File: src/rtl/uart_byte_link.sv
// 8N1 UART transceiver: independent receive and transmit paths sharing one clock.
// The receiver resynchronises uart_rxd and samples at bit midpoints; the transmitter sends one latched byte per request.
module uart_byte_link #(
    parameter int CLK_FREQ = 50000000,
    parameter int UART_BPS = 115200
) (
    input  logic       sys_clk,
    input  logic       sys_rst_n,
    input  logic       uart_rxd,
    output logic       uart_txd,
    output logic       uart_done,
    output logic [7:0] uart_data_out,
    input  logic       uart_en,
    input  logic [7:0] uart_data_in,
    output logic       tx_busy,
    output logic       frame_err
);

    localparam int BPS_CNT   = CLK_FREQ / UART_BPS;
    localparam int HALF_CNT  = BPS_CNT / 2;
    // The synchronizer delays rxd by two cycles, so the start check comes that much earlier.
    localparam int START_OFF = (HALF_CNT > 2) ? HALF_CNT - 2 : 0;
    localparam int CNT_W     = $clog2(BPS_CNT + 1);
    localparam logic [CNT_W-1:0] C_BIT_LAST   = CNT_W'(BPS_CNT - 1);
    localparam logic [CNT_W-1:0] C_START_LAST = CNT_W'(START_OFF);

    typedef enum logic [1:0] {R_IDLE, R_START, R_DATA, R_STOP} rx_state_t;
    typedef enum logic {T_IDLE, T_SEND} tx_state_t;

    rx_state_t        r_rx_state;
    rx_state_t        w_rx_next;
    logic             r_rx_s1;
    logic             r_rx_s2;
    logic             r_rx_d;
    logic [2:0]       r_rx_vld;
    logic [CNT_W-1:0] r_rx_cnt;
    logic [3:0]       r_rx_bit;
    logic [7:0]       r_rx_shift;
    logic [7:0]       r_rx_data;
    logic             r_rx_done;
    logic             r_rx_err;
    logic             w_rx_fall;
    logic             w_rx_bit_end;
    logic             w_rx_start_mid;

    tx_state_t        r_tx_state;
    tx_state_t        w_tx_next;
    logic [CNT_W-1:0] r_tx_cnt;
    logic [3:0]       r_tx_bit;
    logic [9:0]       r_tx_frame;
    logic             r_txd;
    logic             r_tx_hold;
    logic             w_tx_start;
    logic             w_tx_bit_end;

    // r_rx_vld marks when r_rx_d holds a real pin sample, so a line low out of reset is never an edge.
    always_ff @(posedge sys_clk or negedge sys_rst_n) begin
        if (!sys_rst_n) begin
            r_rx_s1  <= 1'b1;
            r_rx_s2  <= 1'b1;
            r_rx_d   <= 1'b1;
            r_rx_vld <= 3'b000;
        end else begin
            r_rx_s1  <= uart_rxd;
            r_rx_s2  <= r_rx_s1;
            r_rx_d   <= r_rx_s2;
            r_rx_vld <= {r_rx_vld[1:0], 1'b1};
        end
    end

    assign w_rx_fall      = r_rx_vld[2] & r_rx_d & ~r_rx_s2;
    assign w_rx_bit_end   = (r_rx_cnt == C_BIT_LAST);
    assign w_rx_start_mid = (r_rx_cnt == C_START_LAST);

    always_ff @(posedge sys_clk or negedge sys_rst_n) begin
        if (!sys_rst_n) r_rx_state <= R_IDLE;
        else            r_rx_state <= w_rx_next;
    end

    always_comb begin
        w_rx_next = r_rx_state;
        case (r_rx_state)
            R_IDLE:  if (w_rx_fall) w_rx_next = R_START;
            R_START: if (w_rx_start_mid) w_rx_next = r_rx_s2 ? R_IDLE : R_DATA;
            R_DATA:  if (w_rx_bit_end && r_rx_bit == 4'd7) w_rx_next = R_STOP;
            R_STOP:  if (w_rx_bit_end) w_rx_next = R_IDLE;
            default: w_rx_next = R_IDLE;
        endcase
    end

    always_ff @(posedge sys_clk or negedge sys_rst_n) begin
        if (!sys_rst_n) begin
            r_rx_cnt   <= '0;
            r_rx_bit   <= 4'd0;
            r_rx_shift <= 8'h00;
            r_rx_data  <= 8'h00;
            r_rx_done  <= 1'b0;
            r_rx_err   <= 1'b0;
        end else begin
            r_rx_done <= 1'b0;
            r_rx_err  <= 1'b0;
            case (r_rx_state)
                R_IDLE: begin
                    r_rx_cnt <= '0;
                    r_rx_bit <= 4'd0;
                end
                R_START: r_rx_cnt <= w_rx_start_mid ? '0 : r_rx_cnt + 1'b1;
                R_DATA: begin
                    if (w_rx_bit_end) begin
                        r_rx_cnt   <= '0;
                        r_rx_shift <= {r_rx_s2, r_rx_shift[7:1]};
                        r_rx_bit   <= r_rx_bit + 1'b1;
                    end else begin
                        r_rx_cnt <= r_rx_cnt + 1'b1;
                    end
                end
                R_STOP: begin
                    if (w_rx_bit_end) begin
                        r_rx_cnt <= '0;
                        if (r_rx_s2) begin
                            r_rx_data <= r_rx_shift;
                            r_rx_done <= 1'b1;
                        end else begin
                            r_rx_err <= 1'b1;
                        end
                    end else begin
                        r_rx_cnt <= r_rx_cnt + 1'b1;
                    end
                end
                default: r_rx_cnt <= '0;
            endcase
        end
    end

    assign uart_done     = r_rx_done;
    assign frame_err     = r_rx_err;
    assign uart_data_out = r_rx_data;

    // A request must drop before it can start another frame, so a held uart_en sends once.
    assign w_tx_start   = (r_tx_state == T_IDLE) & uart_en & ~r_tx_hold;
    assign w_tx_bit_end = (r_tx_cnt == C_BIT_LAST);

    always_ff @(posedge sys_clk or negedge sys_rst_n) begin
        if (!sys_rst_n) r_tx_state <= T_IDLE;
        else            r_tx_state <= w_tx_next;
    end

    always_comb begin
        w_tx_next = r_tx_state;
        case (r_tx_state)
            T_IDLE:  if (w_tx_start) w_tx_next = T_SEND;
            T_SEND:  if (w_tx_bit_end && r_tx_bit == 4'd9) w_tx_next = T_IDLE;
            default: w_tx_next = T_IDLE;
        endcase
    end

    always_ff @(posedge sys_clk or negedge sys_rst_n) begin
        if (!sys_rst_n) begin
            r_tx_cnt   <= '0;
            r_tx_bit   <= 4'd0;
            r_tx_frame <= 10'h3FF;
            r_txd      <= 1'b1;
            r_tx_hold  <= 1'b0;
        end else begin
            r_tx_hold <= uart_en & (r_tx_hold | w_tx_start);
            case (r_tx_state)
                T_IDLE: begin
                    r_tx_cnt <= '0;
                    r_tx_bit <= 4'd0;
                    if (w_tx_start) begin
                        r_tx_frame <= {1'b1, uart_data_in, 1'b0};
                        r_txd      <= 1'b0;
                    end else begin
                        r_txd <= 1'b1;
                    end
                end
                T_SEND: begin
                    if (w_tx_bit_end) begin
                        r_tx_cnt <= '0;
                        if (r_tx_bit == 4'd9) begin
                            r_txd <= 1'b1;
                        end else begin
                            r_tx_bit   <= r_tx_bit + 1'b1;
                            r_txd      <= r_tx_frame[1];
                            r_tx_frame <= {1'b1, r_tx_frame[9:1]};
                        end
                    end else begin
                        r_tx_cnt <= r_tx_cnt + 1'b1;
                    end
                end
                default: r_txd <= 1'b1;
            endcase
        end
    end

    assign uart_txd = r_txd;
    assign tx_busy  = (r_tx_state == T_SEND);

endmodule

File: config.mk
export PLATFORM = sky130hd
export DESIGN_NAME = uart_byte_link
export DESIGN_NICKNAME = d
export VERILOG_FILES = /design/src/rtl/uart_byte_link.sv
export SDC_FILE = /design/constraint.sdc
export NUM_CORES = 1
export LEC_CHECK = 0
export ABC_AREA = 1
export CAP_MARGIN = 40
export CORE_MARGIN = 2
export CORE_UTILIZATION = 50
export CTS_CLUSTER_SIZE = 40
export DETAILED_ROUTE_END_ITERATION = 6
export GPL_TIMING_DRIVEN = 0
export PLACE_DENSITY = 0.7
export SLEW_MARGIN = 30
export SYNTH_ARGS = -nofsm -noshare
export SYNTH_HDL_FRONTEND = slang
export SYNTH_SLANG_ARGS = --single-unit
File: constraint.sdc
create_clock -name sys_clk -period 1.6 [get_ports sys_clk]
set_input_delay 0.4 -clock sys_clk [delete_from_list [all_inputs] [get_ports sys_clk]]
set_output_delay 0.4 -clock sys_clk [all_outputs]
set_load 0.01 [all_outputs]
==> results of run 1 <==
==> registers in the layout (all words and copies together), names as in the netlist, 3 cells and up, named ones only <==
register,count
r_rx_bit,4
r_rx_shift,8
r_tx_frame,8
uart_data_out,8
r_rx_cnt,9
r_tx_bit,4
r_rx_vld,3
r_tx_cnt,9
==> cell usage after synthesis, drive strengths merged (2+ instances only) <==
| library cell | n | area, um2 |
|---|---|---|
| nand2 | 68 | 280 |
| inv | 29 | 111 |
| ha | 7 | 87.6 |
| nor3b | 2 | 15.0 |
| nor2 | 36 | 143 |
| o21ai | 33 | 229 |
| buf | 7 | 56.3 |
| nand4 | 5 | 31.3 |
| dfrtp | 51 | 1280 |
| mux2i | 6 | 60.1 |
| nor3 | 11 | 60.1 |
| xor2 | 6 | 52.6 |
| dfstp | 12 | 315 |
| a21oi | 9 | 48.8 |
| nand3 | 15 | 87.6 |
| or2 | 2 | 12.5 |
==> routing by layer <==
layer / global-route usage, % / routed length [um] / part of all wire (%)
met2: 28.2 / 2270 / 45
met5: 0 / 0 / 0
met1: 23.1 / 2420 / 48
met3: 4.16 / 195 / 3.9
met4: 8.64 / 115 / 2.3
==> placed cells by master, fill, tap and decap left out, drive strengths merged <==
master and n:
bufinv 1, nand2 68, o21ai 33, nand4 5, ha 7, clkdlybuf4s50 10
dlygate4sd2 11, dlygate4sd3 1, conb 1, clkinv 3, dlymetal6s2s 1, nand3 15
nor3b 2, a21boi 1, xor2 6, dfstp 12, xnor2 1, and3 1
nor3 11, or2 2, clkbuf 13, mux2i 6, a31o 1, buf 11
dfrtp 51, a21oi 9, inv 29, nor2 36
==> kinds of logic after synthesis <==
group                      Yosys count  share of synthesized area (%)
xor gates and xnor gates             7                           2.11
adders and majority gates            7                           3.01
AOI/OAI and AO/OA                   44                           10.1
buffers and inverters               37                           5.90
other                                1                          0.129
muxes                                6                           2.07
and+or+nand+nor                    140                           21.9
DFF                                 63                           54.8
==> repair_timing <==
action                                  in CTS  in global routing
endpoints found under the setup margin      14                 18
buffers inserted                             0                  2
pin swaps                                    0                  2
resized for setup                           12                  8
endpoints found under the hold margin       21                  0
hold buffers                                 1                  0
==> area by class of cell <==
cell class / count / area [um2] / area share (%)
Clock inverter: 3 / 40.0 / 1.14
Clock buffer: 13 / 169 / 4.83
Inverter: 30 / 115 / 3.29
Buffer: 7 / 65.1 / 1.86
Tap cell: 72 / 90.1 / 2.58
Multi-Input combinational cell: 205 / 1170 / 33.3
Timing Repair Buffer: 27 / 262 / 7.47
Sequential cell: 63 / 1590 / 45.5
==> stage by stage <==
| stage | hold slack (ps) | util [%] | worst slack [ps] | setup TNS, ps | instance area, um2 |
|---|---|---|---|---|---|
| floorplan | 104 | - | 173 | 0 | 2910 |
| global placement | 333 | 57.9 | -1920 | -112180 | 3230 |
| detailed placement | 310 | 58.2 | -19.3 | -96.1 | 3240 |
| CTS | 352 | 61.9 | 6.77 | 0 | 3450 |
| global route | 355 | 62.8 | -9.66 | -21.5 | 3500 |
| finish | 350 | 62.8 | 67.9 | 0 | 3500 |
==> worst paths after layout <==
check | end | start | depth (start not counted)
min reg2reg | r_rx_vld[2] | r_rx_vld[1] | 0
min in group asynchronous | asynchronous set/reset pin | sys_rst_n | 2
max reg2reg | r_tx_frame[7] | r_tx_cnt[0] | 7
max in group asynchronous | r_rx_s1 | sys_rst_n | 3
max | uart_txd | uart_txd | 1
min | r_rx_vld[2] | r_rx_vld[1] | 0
==> power groups by stage <==
stage / registers (mW) / logic [mW] / clock network, mW
3_5_place_dp: 1.74 / 0.412 / 0
5_1_grt: 1.72 / 0.496 / 1.54
4_1_cts: 1.71 / 0.416 / 1.48
2_1_floorplan: 1.73 / 0.282 / 0
3_3_place_gp: 1.74 / 0.397 / 0
6_report: 1.71 / 0.428 / 1.45
==> metrics.md, run 1 <==
| Metric | Value |
|---|---|
| Main synth FF type | dfrtp_1 |
| Flop pwr share | 47.7% |
| Via Count | 2062 |
| Clock sinks | 63 |
| DRC violations left | 0 |
| CTS root buf | clkbuf_8 |
| Antenna-violating nets left | 0 |
| Max stage delay on crit path | 530 ps |
| DIE AREA | 0.00644 mm2 |
| GPL Wtd Cong | 0.814 |
| Endpoints failing setup | 0 |
| Ports | 24 |
| Combinational share of power | 11.9% |
| Async SR Flop Fraction | 100% |
| Final hold vios | 0 |
| Initial Util | 52.1% |
| Layout cells sized above 1 | 21.8% |
| Area of the core | 0.00557 mm2 |
| Drt wl/cell | 11.9 um |
| Max Buffers Root-to-Sink | 2 |
| Mapped Cells | just over 300 |
| H-tree depth | 3 |
| Crit-path slowest cell | dfstp_2 |
| Worst setup SP type | flop |
| P_sw | 0.953 mW |
| Die Wd | about 80 um |
| First-pass GRT wire length | 8860 um |
| R2R setup slack | roughly 130 ps |
| Fill cells | 510 |
| Syn Area/Cell | 9.53 um2 |
| Final period util | 95.8% |
| Cell Pwr Density | 1030 mW/mm2 |
| Flops & latches, synth | 63 |
| Fmax | 0.653 GHz |
| Clock Skew | just over 6 ps |
| DP Wirelength | 3400 um |
| Pint | 2.64 mW |
| CP Class | flop to primary output |
| Clk Latency, worst-skew pair | 340 ps |
| Die H | 80.2 um |
| Hold Crit Class | flop to flop |
| Switching share of power | 26.6% |
| Max-slew violation count | 0 |
| Buf/Inv on CP | 1 |
| Initial DRC Count | 92 |
| Outcome | finished clean |
| Clock group share of total power | 40.4% |
| Sequential fraction of the synthesis area | between 50% and 60% |
| Peak VDD IR | 0.509 mV |
| Worst path top cell family by delay | flip-flops |
| Synthesized area | 0.00291 mm2 |
| Vias in the first global route | 2027 |
| Layout area overhead | 20.4% |
| Number of library cell types mapped by synthesis | 34 |
| Syn nets | about 320 |
| Number of synthesized flops with an enable pin | 0 |
| Synth warn | 0 |
| CP max FO | 2 |
| Pre-antenna DRT Iters | 4 |
| # Max-Cap Violations | 0 |
| Antenna violations before repair | 0 |
| CTS tree | done |
| Fin cells | 420 |
| Reg clk slew, reported paths | around 70 ps |
| Final net count | 362 |
| N_diodes | 0 |
| Worst Path Arrival | 1130 ps |
| Rows | 27 |
| Type of element capturing the critical path | primary output |
| Via density per instance | 4.91 |
| Inserted Clock Buffers | 9 |
| Aggregate routed wire length | 5010 um |
| Maximum number of pins on one net before global-route repair | 43 |
| Power Total | 3.59 mW |
| Cells after DPL | 401 |
| Total global routing overflow | 0 |
| IO Port Bufs | 23 |
| Minimum clock period | 1530 ps |
| Worst-path cell chain | dlygate4sd2_1 |
| Data required, critical path | 1200 ps |
| LEAKAGE | approximately 1.7 nW |
| Gr usage total | roughly 18% |
Power figures use the tool's default switching activity.
==> inputs of run 2 (changes only) <==
--- a/config.mk
+++ b/config.mk
@@ -7,6 +7,7 @@
 export LEC_CHECK = 0
 export ABC_AREA = 1
 export CAP_MARGIN = 40
+export CORE_ASPECT_RATIO = 0.9
 export CORE_MARGIN = 2
 export CORE_UTILIZATION = 50
 export CTS_CLUSTER_SIZE = 40
==> metrics.md, run 2 (synthesis gave the netlist of run 1 again) <==
| Metric | Value |
|---|---|
| Outcome | finished clean |
| Crit-path slowest cell | dfstp_2 |
| Inserted Clock Buffers | 9 |
| GPL Wtd Cong | 0.744 |
| # Max-Cap Violations | 0 |
| Total global routing overflow | 0 |
| Fmax | 0.660 GHz |
| H-tree depth | 3 |
| Clock Skew | around 8.5 ps |
| Max stage delay on crit path | around 530 ps |
| Commonest non-fill, non-tap cell in the layout | nand2_1 |
| Final period util | 94.8% |
| RSZ-0062 raised after global routing | true |
| Minimum clock period | 1520 ps |
| Via Count | 2034 |
| Drt wl/cell | 11.6 um |
| Post-Route Utilization | 60.3% |
| N_diodes | 0 |
| Postcts setup bufs | 0 |
| Endpoints failing setup | 0 |
| Layout area overhead | 17.5% |
| Worst path top cell family by delay | flip-flops |
| DP Wirelength | approximately 3400 um |
| Maximum number of pins on one net before global-route repair | 36 |
| Initial DRC Count | 106 |
| CTS root buf | clkbuf_8 |
| Critical path depth | 1 |
| Die H | 76.3 um |
| Final net count | 360 |
| Gr usage total | 17.0% |
| Most frequent cells in the layout | 62 x nand2_1, 51 x dfrtp_1, 33 x nor2_1 |
| Pre-antenna DRT Iters | 4 |
| Type of element capturing the critical path | primary output |
| LEAKAGE | between 1.5 and 2 nW |
| Worst R2R Path Depth | 8 |
| Buf/Inv on CP | 1 |
| Max-slew violation count | 0 |
| First-pass GRT wire length | 8740 um |
| Max Buffers Root-to-Sink | 2 |
| IO Port Bufs | 23 |
| Via density per instance | 4.89 |
| CTS tree | done |
| Worst setup SP type | flop |
| Peak VDD IR | 0.785 mV |
| Final hold vios | 0 |
| Vias in the first global route | 1973 |
| CP max FO | 2 |
| Aggregate routed wire length | slightly below 5000 um |
| Worst-path cell chain | dlygate4sd2_1 |
| Layout cells sized above 1 | 19.9% |
| Clk Latency, worst-skew pair | ~330 ps |
| WHS | between 300 and 400 ps |
| Die Wd | 84.4 um |
| Hold Crit Class | flop to flop |
| Data required, critical path | 1200 ps |
| DRC violations left | 0 |
| Clock sinks | 63 |
| Ports | 24 |
| Antenna-violating nets left | 0 |
| CP Class | flop to primary output |
| Area of the core | 0.00566 mm2 |
| DIE AREA | 0.00644 mm2 |
| Reg clk slew, reported paths | 70 ps |
| Rows | 26 |
| Hold Path Depth | 0 |
| Top flop regs | r_rx_cnt x9, r_tx_cnt x9 |
| Initial Util | roughly half |
| Antenna violations before repair | 0 |
| Cell Pwr Density | 965 mW/mm2 |
| Worst Path Arrival | approximately 1100 ps |
| Fill cells | around 520 |
==> run 2: routing by layer <==
metal	wire length (um)	global-route usage (%)	vias to the layer above
met3	156	5.85	4
met2	2160	25.8	30
met4	36	6.51	0
met1	2480	22.5	941
met5	0	0	-
li1	-	-	1059
==> run 2: final cells by class <==
type | count | area, um2 | share of cell area (%)
buffer | 7 | 56.3 | 1.65
clock buffer | 15 | 156 | 4.58
clock inverter | 1 | 5.00 | 0.147
inverter | 30 | 115 | 3.37
multi-input combinational | 205 | 1160 | 33.9
sequential | 63 | 1590 | 46.6
tap | 70 | 87.6 | 2.57
timing repair buffer | 25 | 246 | 7.22
==> run 2: final timing paths <==
kind / from / end / slack (ps)
setup reg to reg: r_rx_cnt[0] / r_rx_cnt[3] / 120
min in group asynchronous: sys_rst_n / uart_data_out[0] / 530
setup / recovery: uart_txd / uart_txd / 80
hold / removal: r_rx_vld[1] / r_rx_vld[2] / 340
hold reg to reg: r_rx_vld[1] / r_rx_vld[2] / 340
max in group asynchronous: sys_rst_n / r_tx_frame[2] / 510
==> run 2: metrics by stage <==
step / power, mW / setup slack (ps) / cells / instance area [um2] / TNS, ps
2_1_floorplan: 2.01 / 173 / 305 / 2910 / 0
3_3_place_gp: 2.13 / -1880 / 398 / 3220 / -109830
3_5_place_dp: 2.15 / -33.2 / 399 / 3240 / -205
4_1_cts: 3.34 / 3.96 / 416 / 3400 / 0
5_1_grt: 3.48 / 1.61 / 416 / 3410 / 0
6_report: 3.30 / 83.8 / 416 / 3410 / 0
==> run 2: timing repair <==
item,in CTS,in global routing
endpoints found under the setup margin,11,32
hold buffers,1,0
gates cloned,0,0
hold endpoints to repair,23,0
gates resized for setup,11,5
pin swaps,0,1
==> run 2: where the power goes <==
group          switching [mW]  total, mW  internal, mW
logic                   0.282      0.417         0.134
clock network           0.559       1.17         0.606
registers              0.0589       1.71          1.65
total                   0.901       3.30          2.39
